File: src/rtl/hazard_pkg.sv
// rtl/hazard_pkg.sv - shared types and load-use detect helper for the hazard controller
package hazard_pkg;

    localparam int REG_ADDR_W = 5;

    typedef enum logic [1:0] {HZ_IDLE, HZ_STALL, HZ_FLUSH} hz_state_e;

    // Register x0 is hard-wired zero, so a load targeting it never creates a dependency
    function automatic logic load_use(
        input logic [REG_ADDR_W-1:0] rs1,
        input logic [REG_ADDR_W-1:0] rs2,
        input logic                  rs1_en,
        input logic                  rs2_en,
        input logic [REG_ADDR_W-1:0] ex_rd,
        input logic                  ex_load
    );
        return ex_load && (ex_rd != '0) &&
               ((rs1_en && (rs1 == ex_rd)) || (rs2_en && (rs2 == ex_rd)));
    endfunction

endpackage

File: src/rtl/hazard_ctrl_if.sv
// rtl/hazard_ctrl_if.sv - pipeline-side hazard/stall bundle with master and slave views
interface hazard_ctrl_if #(
    parameter int CNT_W = 32
) ();
    import hazard_pkg::*;

    logic [REG_ADDR_W-1:0] i_id_rs1;
    logic [REG_ADDR_W-1:0] i_id_rs2;
    logic                  i_id_rs1_en;
    logic                  i_id_rs2_en;
    logic [REG_ADDR_W-1:0] i_ex_rd;
    logic                  i_ex_mem_rd;
    logic                  i_ex_redirect;
    logic                  o_pc_stall;
    logic                  o_if_id_stall;
    logic                  o_if_id_flush;
    logic                  o_id_ex_flush;
    logic                  o_busy;
    logic [CNT_W-1:0]      o_stall_cnt;
    logic [CNT_W-1:0]      o_flush_cnt;

    modport master (
        output i_id_rs1, i_id_rs2, i_id_rs1_en, i_id_rs2_en, i_ex_rd, i_ex_mem_rd, i_ex_redirect,
        input  o_pc_stall, o_if_id_stall, o_if_id_flush, o_id_ex_flush, o_busy,
               o_stall_cnt, o_flush_cnt
    );

    modport slave (
        input  i_id_rs1, i_id_rs2, i_id_rs1_en, i_id_rs2_en, i_ex_rd, i_ex_mem_rd, i_ex_redirect,
        output o_pc_stall, o_if_id_stall, o_if_id_flush, o_id_ex_flush, o_busy,
               o_stall_cnt, o_flush_cnt
    );

endinterface

File: src/rtl/sat_counter.sv
// rtl/sat_counter.sv - up-counter that holds at all-ones instead of wrapping
module sat_counter #(
    parameter int W = 32
) (
    input  logic         clk,
    input  logic         rst_n,
    input  logic         inc,
    output logic [W-1:0] cnt
);

    logic [W-1:0] cnt_q;
    logic [W-1:0] cnt_d;

    always_comb begin
        cnt_d = cnt_q;
        if (inc && (cnt_q != '1)) begin
            cnt_d = cnt_q + 1'b1;
        end
    end

    always_ff @(posedge clk or negedge rst_n) begin
        if (!rst_n) begin
            cnt_q <= '0;
        end else begin
            cnt_q <= cnt_d;
        end
    end

    assign cnt = cnt_q;

endmodule

File: src/rtl/hazard_ctrl.sv
// rtl/hazard_ctrl.sv - load-use stall and redirect flush sequencer with perf counters
module hazard_ctrl
    import hazard_pkg::*;
#(
    parameter int LOAD_STALL_CYC = 1,
    parameter int FLUSH_CYC      = 1,
    parameter int CNT_W          = 32
) (
    input  logic         i_clk,
    input  logic         i_rst_n,
    hazard_ctrl_if.slave bus
);

    localparam int MAX_CYC = (LOAD_STALL_CYC > FLUSH_CYC) ? LOAD_STALL_CYC : FLUSH_CYC;
    localparam int SEQ_W   = $clog2(MAX_CYC + 1);

    hz_state_e  state_q, state_d;
    logic [SEQ_W-1:0] cnt_q, cnt_d;

    logic hazard;
    logic pc_stall, if_id_stall, if_id_flush, id_ex_flush, flush_accept;

    assign hazard = load_use(bus.i_id_rs1, bus.i_id_rs2, bus.i_id_rs1_en, bus.i_id_rs2_en,
                             bus.i_ex_rd, bus.i_ex_mem_rd);

    always_comb begin
        state_d      = state_q;
        cnt_d        = cnt_q;
        pc_stall     = 1'b0;
        if_id_stall  = 1'b0;
        if_id_flush  = 1'b0;
        id_ex_flush  = 1'b0;
        flush_accept = 1'b0;
        // A redirect wins everywhere: whatever sits in ID is on the wrong path
        if (bus.i_ex_redirect) begin
            if_id_flush  = 1'b1;
            id_ex_flush  = 1'b1;
            flush_accept = 1'b1;
            if (FLUSH_CYC > 1) begin
                state_d = HZ_FLUSH;
                cnt_d   = SEQ_W'(FLUSH_CYC - 1);
            end else begin
                state_d = HZ_IDLE;
            end
        end else begin
            case (state_q)
                HZ_IDLE: begin
                    if (hazard) begin
                        pc_stall    = 1'b1;
                        if_id_stall = 1'b1;
                        id_ex_flush = 1'b1;
                        if (LOAD_STALL_CYC > 1) begin
                            state_d = HZ_STALL;
                            cnt_d   = SEQ_W'(LOAD_STALL_CYC - 1);
                        end
                    end
                end
                HZ_STALL: begin
                    pc_stall    = 1'b1;
                    if_id_stall = 1'b1;
                    id_ex_flush = 1'b1;
                    cnt_d       = cnt_q - 1'b1;
                    if (cnt_q == SEQ_W'(1)) state_d = HZ_IDLE;
                end
                HZ_FLUSH: begin
                    if_id_flush = 1'b1;
                    id_ex_flush = 1'b1;
                    cnt_d       = cnt_q - 1'b1;
                    if (cnt_q == SEQ_W'(1)) state_d = HZ_IDLE;
                end
                default: state_d = HZ_IDLE;
            endcase
        end
    end

    always_ff @(posedge i_clk or negedge i_rst_n) begin
        if (!i_rst_n) begin
            state_q <= HZ_IDLE;
            cnt_q   <= '0;
        end else begin
            state_q <= state_d;
            cnt_q   <= cnt_d;
        end
    end

    // Mealy outputs are gated so nothing leaks out while reset is held
    assign bus.o_pc_stall    = pc_stall    & i_rst_n;
    assign bus.o_if_id_stall = if_id_stall & i_rst_n;
    assign bus.o_if_id_flush = if_id_flush & i_rst_n;
    assign bus.o_id_ex_flush = id_ex_flush & i_rst_n;
    assign bus.o_busy        = (state_q != HZ_IDLE);

    sat_counter #(.W(CNT_W)) u_stall_cnt (
        .clk   (i_clk),
        .rst_n (i_rst_n),
        .inc   (pc_stall & i_rst_n),
        .cnt   (bus.o_stall_cnt)
    );

    sat_counter #(.W(CNT_W)) u_flush_cnt (
        .clk   (i_clk),
        .rst_n (i_rst_n),
        .inc   (flush_accept & i_rst_n),
        .cnt   (bus.o_flush_cnt)
    );

endmodule
File: src/flat_wrapper.sv
// flat-port wrapper written by rule: the top's interface ports become plain ports
module hazard_ctrl_flat import hazard_pkg::*;
#(
    parameter int LOAD_STALL_CYC = 1,
    parameter int FLUSH_CYC      = 1,
    parameter int CNT_W          = 32
)
  (i_clk, i_rst_n, bus_i_id_rs1, bus_i_id_rs2, bus_i_id_rs1_en, bus_i_id_rs2_en, bus_i_ex_rd, bus_i_ex_mem_rd, bus_i_ex_redirect, bus_o_pc_stall, bus_o_if_id_stall, bus_o_if_id_flush, bus_o_id_ex_flush, bus_o_busy, bus_o_stall_cnt, bus_o_flush_cnt);
  hazard_ctrl_if #(.CNT_W(CNT_W)) bus_i ();
  input  logic i_clk;
  input  logic i_rst_n;
  input wire logic [$bits(bus_i.i_id_rs1)-1:0] bus_i_id_rs1;
  input wire logic [$bits(bus_i.i_id_rs2)-1:0] bus_i_id_rs2;
  input wire logic [$bits(bus_i.i_id_rs1_en)-1:0] bus_i_id_rs1_en;
  input wire logic [$bits(bus_i.i_id_rs2_en)-1:0] bus_i_id_rs2_en;
  input wire logic [$bits(bus_i.i_ex_rd)-1:0] bus_i_ex_rd;
  input wire logic [$bits(bus_i.i_ex_mem_rd)-1:0] bus_i_ex_mem_rd;
  input wire logic [$bits(bus_i.i_ex_redirect)-1:0] bus_i_ex_redirect;
  output wire logic [$bits(bus_i.o_pc_stall)-1:0] bus_o_pc_stall;
  output wire logic [$bits(bus_i.o_if_id_stall)-1:0] bus_o_if_id_stall;
  output wire logic [$bits(bus_i.o_if_id_flush)-1:0] bus_o_if_id_flush;
  output wire logic [$bits(bus_i.o_id_ex_flush)-1:0] bus_o_id_ex_flush;
  output wire logic [$bits(bus_i.o_busy)-1:0] bus_o_busy;
  output wire logic [$bits(bus_i.o_stall_cnt)-1:0] bus_o_stall_cnt;
  output wire logic [$bits(bus_i.o_flush_cnt)-1:0] bus_o_flush_cnt;
  assign bus_i.i_id_rs1 = bus_i_id_rs1;
  assign bus_i.i_id_rs2 = bus_i_id_rs2;
  assign bus_i.i_id_rs1_en = bus_i_id_rs1_en;
  assign bus_i.i_id_rs2_en = bus_i_id_rs2_en;
  assign bus_i.i_ex_rd = bus_i_ex_rd;
  assign bus_i.i_ex_mem_rd = bus_i_ex_mem_rd;
  assign bus_i.i_ex_redirect = bus_i_ex_redirect;
  assign bus_o_pc_stall = bus_i.o_pc_stall;
  assign bus_o_if_id_stall = bus_i.o_if_id_stall;
  assign bus_o_if_id_flush = bus_i.o_if_id_flush;
  assign bus_o_id_ex_flush = bus_i.o_id_ex_flush;
  assign bus_o_busy = bus_i.o_busy;
  assign bus_o_stall_cnt = bus_i.o_stall_cnt;
  assign bus_o_flush_cnt = bus_i.o_flush_cnt;
  hazard_ctrl #(.LOAD_STALL_CYC(LOAD_STALL_CYC), .FLUSH_CYC(FLUSH_CYC), .CNT_W(CNT_W)) u_core (.i_clk(i_clk), .i_rst_n(i_rst_n), .bus(bus_i));
endmodule
File: config.mk
export PLATFORM = sky130hd
export DESIGN_NAME = hazard_ctrl_flat
export DESIGN_NICKNAME = d
export VERILOG_FILES = /design/src/rtl/hazard_pkg.sv /design/src/rtl/hazard_ctrl_if.sv /design/src/rtl/sat_counter.sv /design/src/rtl/hazard_ctrl.sv /design/src/flat_wrapper.sv
export SDC_FILE = /design/constraint.sdc
export NUM_CORES = 1
export LEC_CHECK = 0
export ABC_AREA = 1
export BUFFER_PORTS_ARGS = -buffer_cell sky130_fd_sc_hd__buf_2
export CORE_MARGIN = 5
export CORE_UTILIZATION = 51
export CTS_CLUSTER_DIAMETER = 80
export DETAILED_ROUTE_END_ITERATION = 16
export GPL_TIMING_DRIVEN = 0
export PLACE_DENSITY = 0.78
export SLEW_MARGIN = 20
export SYNTH_ARGS = -nofsm -noshare
export SYNTH_HDL_FRONTEND = slang
export SYNTH_HIERARCHICAL = 1
export SYNTH_SLANG_ARGS = --single-unit
export TNS_END_PERCENT = 30
File: constraint.sdc
create_clock -name i_clk -period 1.6 [get_ports i_clk]
set_input_delay 0.16 -clock i_clk [delete_from_list [all_inputs] [get_ports i_clk]]
set_output_delay 0.16 -clock i_clk [all_outputs]
set_load 0.02 [all_outputs]
==> results_dict.tcl <==
set metrics [dict create \
    outcome "finished, violations left" \
    violations "setup timing" \
    die_area_um2 11000 \
    r2r_slack_ns -0.06 \
    wl_met2_um 7280 \
    criticalPathCategory "reg2reg" \
    fin_nets 934 \
    cts-root-buf "clkbuf_8" \
    min_to "u_core/u_stall_cnt/cnt[23]" \
    postLayoutCellArea_um2 6470 \
    synth_edf_count 0 \
    syn_avg_cell_area_um2 6.33 \
    io_buffers 88 \
    totalWireLength_um 15600 \
    dr_total_vias 5471 \
    insertion_delay_ns 0.35 \
    cts_made_buffers 9 \
    fin_skew_ns 0.0120 \
    period_minus_slack_ns 1.66 \
    max-cap-violations 0 \
    yosysTopAreaCellShare_pct 34.9 \
    hold_path.class "in2reg" \
    finalCritPeriodShare_pct 104 \
    ant_nets 0 \
    drive_above_1_share_pct 37.2 \
    max-vdd-ir-drop_uv 391 \
    dp.cells 923 \
    die_w_um 105 \
    hold_path_depth 6 \
    synth-async-reset-ratio_pct 100 \
    gp_congestion 0.913 \
    dpl.hpwl_um 10000 \
    hp-start "bus_i_ex_redirect" \
    stdcell_count 1024 \
    n_antenna_cell 0 \
    startpoint_type "flip-flop" \
    yosysMostFrequentCell "nand2_1" \
    finalPower_mw 3.79 \
    setup_ws_ns -0.0610 \
    routed.top_layer "met4" \
    ys_warn_count 6 \
    cp.required_ns 1.84 \
    initial_core_util_pct 52.4 \
    grt_pass1_vias 4811 \
    synth_common_cells "nand2_1 (313), nor2_1 (110), inv_1 (66)" \
    ys.flop_type "dfrtp_1" \
    syn-cell-area_um2 4590 \
    cp_cell_sequence "ha_4, nand3_1, nor2_2, nand2_1, nor2_2, nand3_1, nand2_1, nand2_1" \
    powerDensity_nw_per_um2 585 \
    grt_pass1_wl_um 23100 \
    synth_area_leaders "dfrtp_1 (35%), nand2_1 (26%), nor2_1 (9.0%), nand3_1 (5.4%), inv_1 (5.4%)" \
    tightest_slew_ns 0.556 \
    rows 34 \
    seq_area_frac_synth_pct 34.9 \
    first_pass_iters 5 \
    synth_seq_cells 64 \
    worstReg2RegStart "u_core/u_flush_cnt/cnt[1]" \
    final-setup-viol-count 15 \
    cp_slowest_stage_delay_ns 0.42 \
    dp_slack_ns -0.719 \
    yosysUniqueCellTypes 26 \
    placed_area_um2 5270 \
    crit_arrival_ns 1.90 \
    wl_met3_um 1360 \
    wl_met1_um 6730 \
    reg2reg_depth 8 \
    critPathTopFamily "simple AND/OR/NAND/NOR gates" \
    drc_errors 0 \
    grt_max_degree 25 \
    crit_path_max_fanout 4 \
    area_delta_synth_final_pct 40.9 \
    syn-num-nets 749 \
    antenna_found_initial 0 \
    grt_use_total_pct 25.3 \
    tns_ns -0.248 \
    routed_via_density 5.34 \
    cts_tree "built" \
    overflow 0 \
    cts.clk_slew.worst_paths_ns 0.08 \
    netlist_instances 726 \
    crit_slowest_cell "dfrtp_2" \
    coreArea_um2 8760 \
    clock_path_buffers 2 \
    cp_common_cell "nand2_1" \
    yosysTopAreaCell "dfrtp_1" \
    holdWs_ns 0.326 \
    die_h_um 105 \
    relSlewSlack_pct 62.8 \
    p_leak_nw 3.13 \
    wl_per_cell_um 15.2 \
    rsz0062_at_grt "true" \
    end_kind "flip-flop" \
    cts.sinks 64 \
    r2r_end "u_core/u_flush_cnt/cnt[22]" \
    crit_buf_inv 0 \
    drv_slew 0 \
    finalHoldViolations 0 \
    io_pins 90 \
    drt_iter0_markers 516 \
    fmax_mhz 602 \
    fin_util_pct 73.8 \
    cts-htree-levels 3 \
]
==> tightest hold or removal path: cells and delay by family <==
family / cells / cell delay, ns
buffers and inverters: 2 / 0.26
and+or+nand+nor: 4 / 0.21
==> sequential cells by signal, summed over array words and instances (netlist names) <==
register / count
u_core/u_flush_cnt/cnt: 32
u_core/u_stall_cnt/cnt: 32
==> power breakdown <==
part / internal [mW] / switching [mW]
combinational: 0.260 / 0.320
sequential: 1.68 / 0.0846
clock: 0.761 / 0.682
total: 2.70 / 1.09
==> area by class of cell <==
cell class                 instances  area [µm²]
sequential                        64        1650
buffer                            13         139
inverter                          73         277
clock buffer                      11         141
tap                              108         135
multi-input combinational        576        2870
timing repair buffer             174        1200
clock inverter                     5        56.3
fill                             698        2290
==> timing repair <==
action | 4_1_cts | 5_1_grt
pin swaps | 5 | 30
buffers inserted | 35 | 44
setup endpoints to repair | 49 | 58
endpoints found under the hold margin | 41 | 41
gates cloned | 1 | 2
resized for setup | 26 | 82
==> cell usage in the layout, fill, tap and decap left out, drive strengths merged <==
cell type    instances
nand3               51
xor2                 2
nand3b              16
nand2              330
bufinv               1
clkinvlp             1
nor2               125
clkbuf              15
nand4               22
conb                 1
bufbuf               1
o21bai               2
inv                 73
dfrtp               64
clkinv               3
a21oi                2
xnor2               14
nor3                 3
ha                   2
buf                180
dlygate4sd3          2
o21ai                6
==> per-layer routing <==
metal  up-vias  global-route usage [%]
li1       2619                       -
met1      2558                    37.2
met2       272                    39.1
met3        22                    3.70
met4         0                    6.30
met5         -                       0
==> kinds of logic after synthesis <==
family / after synthesis / share of synthesized area, %
buffers and inverters: 86 / 8.44
xor gates and xnor gates: 16 / 3.05
adders and majority gates: 2 / 0.545
DFF: 64 / 34.9
other: 1 / 0.0816
AOI/OAI and AO/OA: 10 / 1.28
and+or+nand+nor: 547 / 51.7
==> worst max-delay path by stage <==
stage                                      end                       from  slack, ns  cells after the start
floorplan           u_core/u_stall_cnt/cnt[22]            bus_i_id_rs2[1]     0.0002                     15
global placement    u_core/u_flush_cnt/cnt[18]                    i_rst_n      -1.38                     11
detailed placement  u_core/u_flush_cnt/cnt[18]                    i_rst_n      -0.72                     12
CTS                 u_core/u_flush_cnt/cnt[27]  u_core/u_flush_cnt/cnt[0]      -0.02                      8
global route        u_core/u_flush_cnt/cnt[22]  u_core/u_flush_cnt/cnt[1]       -0.1                      8
finish              u_core/u_flush_cnt/cnt[22]  u_core/u_flush_cnt/cnt[1]      -0.06                      8
No activity file was read; power rests on OpenSTA's default activity.
